### config.mk
export PLATFORM = sky130hd
export DESIGN_NAME = ofdm_dac_control
export DESIGN_NICKNAME = d
export VERILOG_FILES = /design/src/rtl/ofdm_pkg.sv /design/src/rtl/ofdm_sample_fifo.sv /design/src/rtl/ofdm_dac_control.sv
export SDC_FILE = /design/constraint.sdc
export NUM_CORES = 1
export LEC_CHECK = 0
export ABC_AREA = 0
export CAP_MARGIN = 10
export CORE_ASPECT_RATIO = 0.5
export CORE_UTILIZATION = 62
export CTS_BUF_LIST = sky130_fd_sc_hd__clkbuf_8
export DETAILED_ROUTE_END_ITERATION = 10
export HOLD_SLACK_MARGIN = 0.02
export PLACE_DENSITY_LB_ADDON = 0.1
export SYNTH_ARGS = -nofsm -noshare
export SYNTH_HDL_FRONTEND = slang
export SYNTH_SLANG_ARGS = --single-unit
### constraint.sdc
create_clock -name clk_clk -period 3.25 [get_ports clk_clk]
set_input_delay 0.975 -clock clk_clk [delete_from_list [all_inputs] [get_ports clk_clk]]
set_output_delay 0.975 -clock clk_clk [all_outputs]
set_load 0.05 [all_outputs]
### src/rtl/ofdm_pkg.sv
// Shared definitions for the OFDM DAC control block.
// Latency: n/a (types and constants only).
// Backpressure: n/a.
package ofdm_pkg;

    // Default DAC sample width per rail (real and imag each).
    localparam int DATA_W = 14;

    // Avalon-MM control register word addresses.
    localparam logic [1:0] ADDR_CTRL         = 2'd0;
    localparam logic [1:0] ADDR_RATE_DIV     = 2'd1;
    localparam logic [1:0] ADDR_STATUS       = 2'd2;
    localparam logic [1:0] ADDR_UNDERRUN_CNT = 2'd3;

    // Encoding is software-visible through STATUS[9:8].
    typedef enum logic [1:0] {
        ST_IDLE     = 2'd0,
        ST_PREFILL  = 2'd1,
        ST_RUN      = 2'd2,
        ST_UNDERRUN = 2'd3
    } state_e;

endpackage

### src/rtl/ofdm_sample_fifo.sv
// Synchronous show-ahead sample FIFO with an occupancy count.
// Latency: a pushed word is visible on head the cycle after the push if the FIFO was empty.
// Backpressure: full is exported; pushes while full and pops while empty are ignored.
// Ports: clk/rst_n clock and async active-low reset; flush empties the FIFO synchronously;
//        push/push_data write side; pop/head read side; fill 0..DEPTH; full.
module ofdm_sample_fifo #(
    parameter int W     = 28,
    parameter int DEPTH = 16
) (
    input  logic                     clk,
    input  logic                     rst_n,
    input  logic                     flush,
    input  logic                     push,
    input  logic [W-1:0]             push_data,
    input  logic                     pop,
    output logic [W-1:0]             head,
    output logic [$clog2(DEPTH):0]   fill,
    output logic                     full
);

    localparam int AW = $clog2(DEPTH);

    logic [W-1:0]  mem [DEPTH];
    logic [AW-1:0] wr_ptr;
    logic [AW-1:0] rd_ptr;
    logic          push_ok;
    logic          pop_ok;

    // Guards keep the count consistent even if the caller misbehaves;
    // a pop on an empty FIFO never consumes a word pushed in the same cycle.
    assign full    = (fill == (AW+1)'(DEPTH));
    assign push_ok = push && !full;
    assign pop_ok  = pop && (fill != '0);
    assign head    = mem[rd_ptr];

    always_ff @(posedge clk) begin
        if (push_ok) begin
            mem[wr_ptr] <= push_data;
        end
    end

    // Pointers are AW bits wide, so they wrap modulo DEPTH on their own.
    always_ff @(posedge clk or negedge rst_n) begin
        if (!rst_n) begin
            wr_ptr <= '0;
            rd_ptr <= '0;
            fill   <= '0;
        end else if (flush) begin
            wr_ptr <= '0;
            rd_ptr <= '0;
            fill   <= '0;
        end else begin
            if (push_ok) begin
                wr_ptr <= wr_ptr + AW'(1);
            end
            if (pop_ok) begin
                rd_ptr <= rd_ptr + AW'(1);
            end
            case ({push_ok, pop_ok})
                2'b10:   fill <= fill + (AW+1)'(1);
                2'b01:   fill <= fill - (AW+1)'(1);
                default: fill <= fill;
            endcase
        end
    end

endmodule

### src/rtl/ofdm_dac_control.sv
// OFDM DAC control: buffers Avalon-ST IQ samples and paces them onto a registered DAC conduit.
// Latency: popped sample on dac_* one cycle after its strobe; avs_readdata one cycle after avs_read.
// Backpressure: asi_ready = ENABLE and FIFO not full; the DAC side never stalls, an empty FIFO on strobe is an underrun.
// Ports: clk_clk/reset_reset_n clock and async active-low reset; asi_* sample sink ({real, imag});
//        avs_* control slave (CTRL, RATE_DIV, STATUS, UNDERRUN_CNT); dac_RealData/dac_ImagData DAC outputs.
module ofdm_dac_control #(
    parameter int DATA_W     = ofdm_pkg::DATA_W,
    parameter int FIFO_DEPTH = 16,
    parameter int PREFILL    = 8
) (
    input  logic                  clk_clk,
    input  logic                  reset_reset_n,
    input  logic [2*DATA_W-1:0]   asi_data,
    input  logic                  asi_valid,
    output logic                  asi_ready,
    input  logic [1:0]            avs_address,
    input  logic                  avs_write,
    input  logic [31:0]           avs_writedata,
    input  logic                  avs_read,
    output logic [31:0]           avs_readdata,
    output logic [DATA_W-1:0]     dac_RealData,
    output logic [DATA_W-1:0]     dac_ImagData
);
    import ofdm_pkg::*;

    localparam int FW = $clog2(FIFO_DEPTH) + 1;

    state_e               state;
    state_e               state_nxt;
    logic                 enable;
    logic [15:0]          rate_div;
    logic [15:0]          div_cnt;
    logic [15:0]          underrun_cnt;
    logic [FW-1:0]        fill;
    logic                 fifo_full;
    logic [2*DATA_W-1:0]  head;
    logic [31:0]          status_word;
    logic                 wr_ctrl;
    logic                 wr_rate;
    logic                 clr_underrun;
    logic                 strobe;
    logic                 push;
    logic                 pop;
    logic                 underrun_evt;
    logic                 div_hold;
    logic                 unused_wdata;

    assign wr_ctrl      = avs_write && (avs_address == ADDR_CTRL);
    assign wr_rate      = avs_write && (avs_address == ADDR_RATE_DIV);
    assign clr_underrun = wr_ctrl && avs_writedata[1];
    assign strobe       = (div_cnt == rate_div);
    assign asi_ready    = enable && !fifo_full;
    assign push         = asi_valid && asi_ready;
    assign unused_wdata = ^avs_writedata[31:16];

    ofdm_sample_fifo #(
        .W     (2*DATA_W),
        .DEPTH (FIFO_DEPTH)
    ) u_fifo (
        .clk       (clk_clk),
        .rst_n     (reset_reset_n),
        .flush     (!enable),
        .push      (push),
        .push_data (asi_data),
        .pop       (pop),
        .head      (head),
        .fill      (fill),
        .full      (fifo_full)
    );

    // ---------------- FSM ----------------
    always_ff @(posedge clk_clk or negedge reset_reset_n) begin
        if (!reset_reset_n) begin
            state <= ST_IDLE;
        end else begin
            state <= state_nxt;
        end
    end

    always_comb begin
        state_nxt = state;
        if (!enable) begin
            state_nxt = ST_IDLE;
        end else begin
            case (state)
                ST_IDLE:     state_nxt = ST_PREFILL;
                ST_PREFILL:  if (fill >= FW'(PREFILL)) state_nxt = ST_RUN;
                ST_RUN:      if (strobe && (fill == '0)) state_nxt = ST_UNDERRUN;
                ST_UNDERRUN: state_nxt = ST_PREFILL;
                default:     state_nxt = ST_IDLE;
            endcase
        end
    end

    // Pops and underruns are gated by ENABLE so a disable never lets a
    // last sample slip out while the FIFO is being flushed.
    always_comb begin
        pop          = 1'b0;
        underrun_evt = 1'b0;
        div_hold     = 1'b1;
        case (state)
            ST_RUN: begin
                pop          = enable && strobe && (fill != '0);
                underrun_evt = enable && strobe && (fill == '0);
                div_hold     = 1'b0;
            end
            ST_PREFILL, ST_UNDERRUN: div_hold = 1'b0;
            default: ;
        endcase
    end

    // ---------------- Sample-rate divider ----------------
    always_ff @(posedge clk_clk or negedge reset_reset_n) begin
        if (!reset_reset_n) begin
            div_cnt <= '0;
        end else if (div_hold || wr_rate || strobe) begin
            div_cnt <= '0;
        end else begin
            div_cnt <= div_cnt + 16'd1;
        end
    end

    // ---------------- Control registers ----------------
    always_ff @(posedge clk_clk or negedge reset_reset_n) begin
        if (!reset_reset_n) begin
            enable       <= 1'b0;
            rate_div     <= '0;
            underrun_cnt <= '0;
        end else begin
            if (wr_ctrl) begin
                enable <= avs_writedata[0];
            end
            if (wr_rate) begin
                rate_div <= avs_writedata[15:0];
            end
            // Software clear wins over a coincident underrun.
            if (clr_underrun) begin
                underrun_cnt <= '0;
            end else if (underrun_evt && (underrun_cnt != 16'hFFFF)) begin
                underrun_cnt <= underrun_cnt + 16'd1;
            end
        end
    end

    always_comb begin
        status_word      = '0;
        status_word[4:0] = 5'(fill);
        status_word[9:8] = state;
    end

    always_ff @(posedge clk_clk or negedge reset_reset_n) begin
        if (!reset_reset_n) begin
            avs_readdata <= '0;
        end else if (avs_read) begin
            case (avs_address)
                ADDR_CTRL:     avs_readdata <= {31'd0, enable};
                ADDR_RATE_DIV: avs_readdata <= {16'd0, rate_div};
                ADDR_STATUS:   avs_readdata <= status_word;
                default:       avs_readdata <= {16'd0, underrun_cnt};
            endcase
        end
    end

    // ---------------- DAC conduit ----------------
    // Holds the last sample between strobes; forced to zero on disable or underrun.
    always_ff @(posedge clk_clk or negedge reset_reset_n) begin
        if (!reset_reset_n) begin
            dac_RealData <= '0;
            dac_ImagData <= '0;
        end else if (!enable || underrun_evt) begin
            dac_RealData <= '0;
            dac_ImagData <= '0;
        end else if (pop) begin
            dac_RealData <= head[2*DATA_W-1:DATA_W];
            dac_ImagData <= head[DATA_W-1:0];
        end
    end

endmodule

==> results.txt, run 1 <==
status - complete, no violations
Post-Place Worst Slack - 0.0528 ns
Avg Inst Size Synth - 18.3 um^2
power density over the cells - 546 nW/um^2
PortBufs - 95
hold_buf cts - 0
Synth area leaders - edfxtp_1 (60%), mux4_2 (14%), dfrtp_1 (12%), mux2_2 (1.5%), a21oi_1 (1.3%)
Slew HR - 55.8%
drt drc - 0
Setup CP Type - flip-flop to output port
Post-synth ARST share - 19.4%
Tcrit/Tclk final - 88.6%
CP Buf/Inv Count - 1
final setup TNS - 0 ns
number of global-route vias before repair - 12.1k
Top delay family on crit path - flip-flops
first-pass GRT wire length - 71,400 um
Std-Cell Rows - 48
Max stage delay on crit path - 0.52 ns
top_reg_cell synth - edfxtp_1
Post-DP HPWL - 28,800 um
IO Count - 128
Worst EP required - 2.27 ns
Yosys reg bits - 556
Yosys top cell area share - 59.9%
vias - 12.0k
number of flops mapped to enable cells by yosys - 448
CTS tree - yes
Cell Area, Synth - 22,500 um^2
remaining global-route overflow - 0
Netlist cell types - 54
CP startpoint kind - flip-flop
clock latency on the worst-skew pair - 0.65 ns
GPL Wtd Cong - 0.867
post-cts resize count - 0
Placement Cell Area - 24,300 um^2
post-route ant nets - 0
Slowest-stage cell, CP - dfrtp_1
Layout area overhead - 14.3%
Core ar. - 35,100 um^2
Setup WS post-layout - 0.371 ns
Arr. time, crit path - 1.90 ns
Final min period - 2.88 ns
die area - 37,000 um^2
Setup violations, final - 0
# Post-CTS Setup Buffers - 0
Fin. Hold Viols - 0
commonest non-fill, non-tap cell in the layout - edfxtp_1
Max rail drop VDD - 0.462 mV
Routed WL per cell - 24.6 um
clock-pin slew on the worst setup and hold paths - 0.07 ns
Final nets - 1,474
CTS Buffer Depth - 3
highest-count cells in the layout ignoring fill and taps - edfxtp_1 (448), mux4_2 (135), dfrtp_1 (105), clkdlybuf4s50_1 (93), clkbuf_8 (79)
initial antenna violation count - 0
area leader, netlist - edfxtp_1
Critical Path Sink Type - output port
Mapped Cells - 1,227
DIE WIDTH - 271 um
Num Clock Sinks - 556
cts bufs inserted - 75
CTS HTree Levels - 3
total wire length - 47,500 um
f_max - 347 MHz
die height - 137 um
Slew Limit Fails - 0
Seq/Total Area, Yosys - 72.0%
synth warn - 0
Design Area, Final - 25,700 um^2
RSZ-0062 raised after global routing - false
drt via density - 6.25
Worst-Margin Slew - 0.661 ns
Layout Skew - 0.0469 ns
Clock Tree Root - clkbuf_8
first drt pass iteration count - 5
static leakage - 8.66 nW
crit path cell chain - nor4_4 -> a21oi_1 -> buf_4
DR iter-0 viols - 1,279
pin count of the biggest net entering global routing - 75
ant diodes - 0
maxcap violations - 0
layout cell share with drive strength beyond 1 - 23.7%
Initial Util - 64.0%
Tot GR Track Use - 26.5%
type of the worst min-delay path - input port to async pin
CP max FO - 9
## stage by stage
step	hold WS (ns)	std cells	power [mW]	utilization [%]
2_1_floorplan	0.518	1242	8.77	-
3_3_place_gp	0.506	1792	9.15	69.3
3_5_place_dp	0.514	1792	9.21	69.3
4_1_cts	0.304	1927	14.1	73.2
5_1_grt	0.317	1927	14.5	73.2
6_report	0.334	1927	14.0	73.2
## final cells by class
type | count | area, um^2
Clock buffer | 79 | 1090
Clock inverter | 56 | 284
Fill cell | 2120 | 9410
Inverter | 19 | 71.3
Multi-Input combinational cell | 589 | 5910
Sequential cell | 556 | 16200
Tap cell | 475 | 594
Timing Repair Buffer | 153 | 1560
## synthesized netlist by cell type, types with 19 or more instances
master / n
edfxtp_1: 448
xor2_1: 26
o21ai_0: 22
mux4_2: 135
nor2_1: 44
inv_1: 19
mux2_2: 29
nand3_1: 21
clkbuf_1: 33
a21oi_1: 60
nand2_1: 78
dfrtp_1: 108
## registers in the layout, indices dropped and copies added (netlist names)
name           count
u_fifo.mem       448
avs_readdata      16
div_cnt           16
rate_div          16
underrun_cnt      16
dac_ImagData      14
dac_RealData      14
u_fifo.fill        5
u_fifo.rd_ptr      4
u_fifo.wr_ptr      4
state              2
enable             1
## per-layer routing
layer / vias up / wire length [um] / GRT usage, %
met5: - / 0 / 0
li1: 5182 / - / -
met1: 6311 / 20600 / 38.9
met4: 0 / 721 / 6.74
met2: 480 / 22700 / 41.5
met3: 64 / 3470 / 5.53
## final timing paths
| kind | start | end | slack [ns] | cells past startpoint |
|---|---|---|---|---|
| hold reg to reg | dac_RealData[8]$_DFFE_PN0P_ | dac_RealData[8]$_DFFE_PN0P_ | 0.52 | 2 |
| hold / removal | reset_reset_n | div_cnt[14]$_DFF_PN0_ | 0.33 | 1 |
| min in group clk_clk | dac_RealData[8]$_DFFE_PN0P_ | dac_RealData[8]$_DFFE_PN0P_ | 0.52 | 2 |
| setup / recovery | u_fifo.fill[1]$_DFFE_PN0P_ | asi_ready | 0.37 | 3 |
| max in group asynchronous | reset_reset_n | u_fifo.rd_ptr[0]$_DFFE_PN0P_ | 2.07 | 2 |
| setup reg to reg | rate_div[11]$_DFFE_PN0P_ | u_fifo.fill[2]$_DFFE_PN0P_ | 0.43 | 10 |
## logic make-up after synthesis
group                    share of synthesized area, %
buffers and inverters                            2.11
XOR/XNOR                                         1.37
AO/OA/AOI/OAI                                    3.04
other                                          0.0167
flip-flops                                       72.0
AND/OR/NAND/NOR                                  5.22
multiplexers                                     15.6
adder cells (fa/ha/maj)                         0.724
## report_power, final
part,total (mW),leakage [nW],switching [mW],internal [mW]
logic,1.01,2.38,0.636,0.378
registers,8.05,5.48,0.173,7.88
clock network,4.93,0.803,2.58,2.36
No activity file was read; power rests on OpenSTA's default activity.
==> run 2, diff against run 1 <==
- CORE_ASPECT_RATIO: 0.5 -> 1.5
- SLEW_MARGIN: default -> 30
==> run 2 against run 1 <==
Sequential share of layout area down 0.94 points. Setup slack worse by 0.20 ns. Clock skew down 0.018 ns. Largest cell class unchanged.
==> results.txt, run 2 (synthesis results as in run 1) <==
Routed WL per cell - 25.5 um
DIE WIDTH - 157 um
crit path cell chain - nor4_4 -> a21oi_1 -> dlygate4sd2_1
die height - 235 um
R2R setup slack - 0.39 ns
Post-DP HPWL - 31,100 um
Top Layer Used - met4
ant diodes - 0
drt drc - 0
PortBufs - 95
Arr. time, crit path - 2.10 ns
max reg flops - 448
Std-Cell Rows - 85
Slew Limit Fails - 0
Layout Skew - 0.0291 ns
Max stage delay on crit path - 0.49 ns
CTS HTree Levels - 3
Max rail drop VDD - 0.428 mV
clock-pin slew on the worst setup and hold paths - 0.07 ns
# Post-CTS Setup Buffers - 0
first-pass GRT wire length - 73,900 um
remaining global-route overflow - 0
layout cell share with drive strength beyond 1 - 24.8%
CP max FO - 8
Reg-to-Reg End - u_fifo.fill[4]$_DFFE_PN0P_
DR iter-0 viols - 986
Tot GR Track Use - 28.0%
clock latency on the worst-skew pair - 0.64 ns
Final min period - 3.08 ns
Setup violations, final - 0
highest-count cells in the layout ignoring fill and taps - edfxtp_1 (448), mux4_2 (135), dfrtp_1 (104), clkdlybuf4s50_1 (93), clkbuf_8 (89)
first drt pass iteration count - 7
Setup CP Type - flip-flop to output port
hold_buf cts - 0
Largest Register - u_fifo.mem
Slowest-stage cell, CP - dfrtp_1
f_max - 325 MHz
wire length on met3 - 2600 um
area taken by flip-flops and latches - 16,200 um^2
total wire length - 49,600 um
post-route ant nets - 0
Routed met2 length - 27,300 um
Fin. Hold Viols - 0
Layout Utilization - 72.9%
pin count of the biggest net entering global routing - 62
number of global-route vias before repair - 12.4k
Num Clock Sinks - 556
Core ar. - 35,700 um^2
Initial Util - 62.8%
Critical Path Sink Type - output port
Design Area, Final - 26,100 um^2
GPL Wtd Cong - 0.826
vias - 12.0k
Clock Tree Root - clkbuf_8
Worst EP required - 2.27 ns
cts bufs inserted - 80
number of fill cells - 2,223
power density over the cells - 550 nW/um^2
met1 wire length - 18,100 um
start of the worst register-to-register path - u_fifo.fill[0]$_DFFE_PN0P_
Tcrit/Tclk final - 94.7%
commonest non-fill, non-tap cell in the layout - edfxtp_1
RSZ-0062 raised after global routing - false
Slew HR - 43.4%
static leakage - 8.79 nW
die area - 37,000 um^2
maxcap violations - 0
final setup TNS - 0 ns
CP startpoint kind - flip-flop
Layout area overhead - 16.0%
drt via density - 6.18
initial antenna violation count - 0
CTS Buffer Depth - 3
type of the worst min-delay path - input port to async pin
Worst-Margin Slew - 0.848 ns
status - complete, no violations
Final nets - 1,480
Placement Cell Area - 24,500 um^2
cells on worst reg2reg path - 10
multi-input logic area - 5910 um^2
CTS tree - yes
IO Count - 128
## run 2: changes by cell type in the layout (fill, tap and decap cells not counted), sizes merged
cell and change:
dlygate4sd2 +1, clkinv +4, clkinvlp +3, clkbuf +10, inv -5
## run 2: worst max-delay path by stage
stage | from | end | slack [ns]
2_1_floorplan | u_fifo.fill[2]$_DFFE_PN0P_ | u_fifo.mem[0][0]$_DFFE_PP_ | 0.06
3_3_place_gp | asi_valid | u_fifo.fill[4]$_DFFE_PN0P_ | 0.07
3_5_place_dp | asi_valid | u_fifo.fill[4]$_DFFE_PN0P_ | 0.04
4_1_cts | u_fifo.fill[0]$_DFFE_PN0P_ | asi_ready | 0.14
5_1_grt | u_fifo.fill[0]$_DFFE_PN0P_ | asi_ready | 0.10
6_report | u_fifo.fill[0]$_DFFE_PN0P_ | asi_ready | 0.17
## run 2: cell type report
cell class              count  area share, %
repair buffers            154           6.87
inverters                  19          0.274
well taps                 478           2.30
flip-flops and latches    556           62.0
multi-input cells         589           22.7
clock buffers              89           4.70
clock inverters            58           1.15
## run 2: critical path: cells and delay by family, from the launching register on
family	cells	cell delay, ns
compound gates	1	0.15
flops	1	0.49
buf+inv	1	0.46
simple gates	1	0.39
## run 2: metal layers
metal | global-route usage (%) | vias up
met3 | 4.52 | 107
met1 | 33.9 | 6289
met5 | 0 | -
li1 | - | 5190
met4 | 11.4 | 0
met2 | 49.7 | 430
## run 2: through the flow
step / hold WS [ns] / std cells / worst slack (ns) / power [mW]
3_3_place_gp: 0.504 / 1796 / 0.0667 / 9.23
2_1_floorplan: 0.518 / 1242 / 0.0581 / 8.77
6_report: 0.237 / 1943 / 0.171 / 14.3
4_1_cts: 0.203 / 1943 / 0.139 / 14.4
3_5_place_dp: 0.515 / 1796 / 0.0437 / 9.26
5_1_grt: 0.240 / 1943 / 0.103 / 14.8
## run 2: power breakdown
group / switching (mW) / internal [mW] / leakage (nW)
sequential: 0.181 / 7.88 / 5.47
combinational: 0.659 / 0.396 / 2.44
clock: 2.59 / 2.62 / 0.871
## run 2: repair_timing
action	CTS	global route
gates resized for setup	1	0
hold endpoints to repair	0	0
endpoints found under the setup margin	1	0
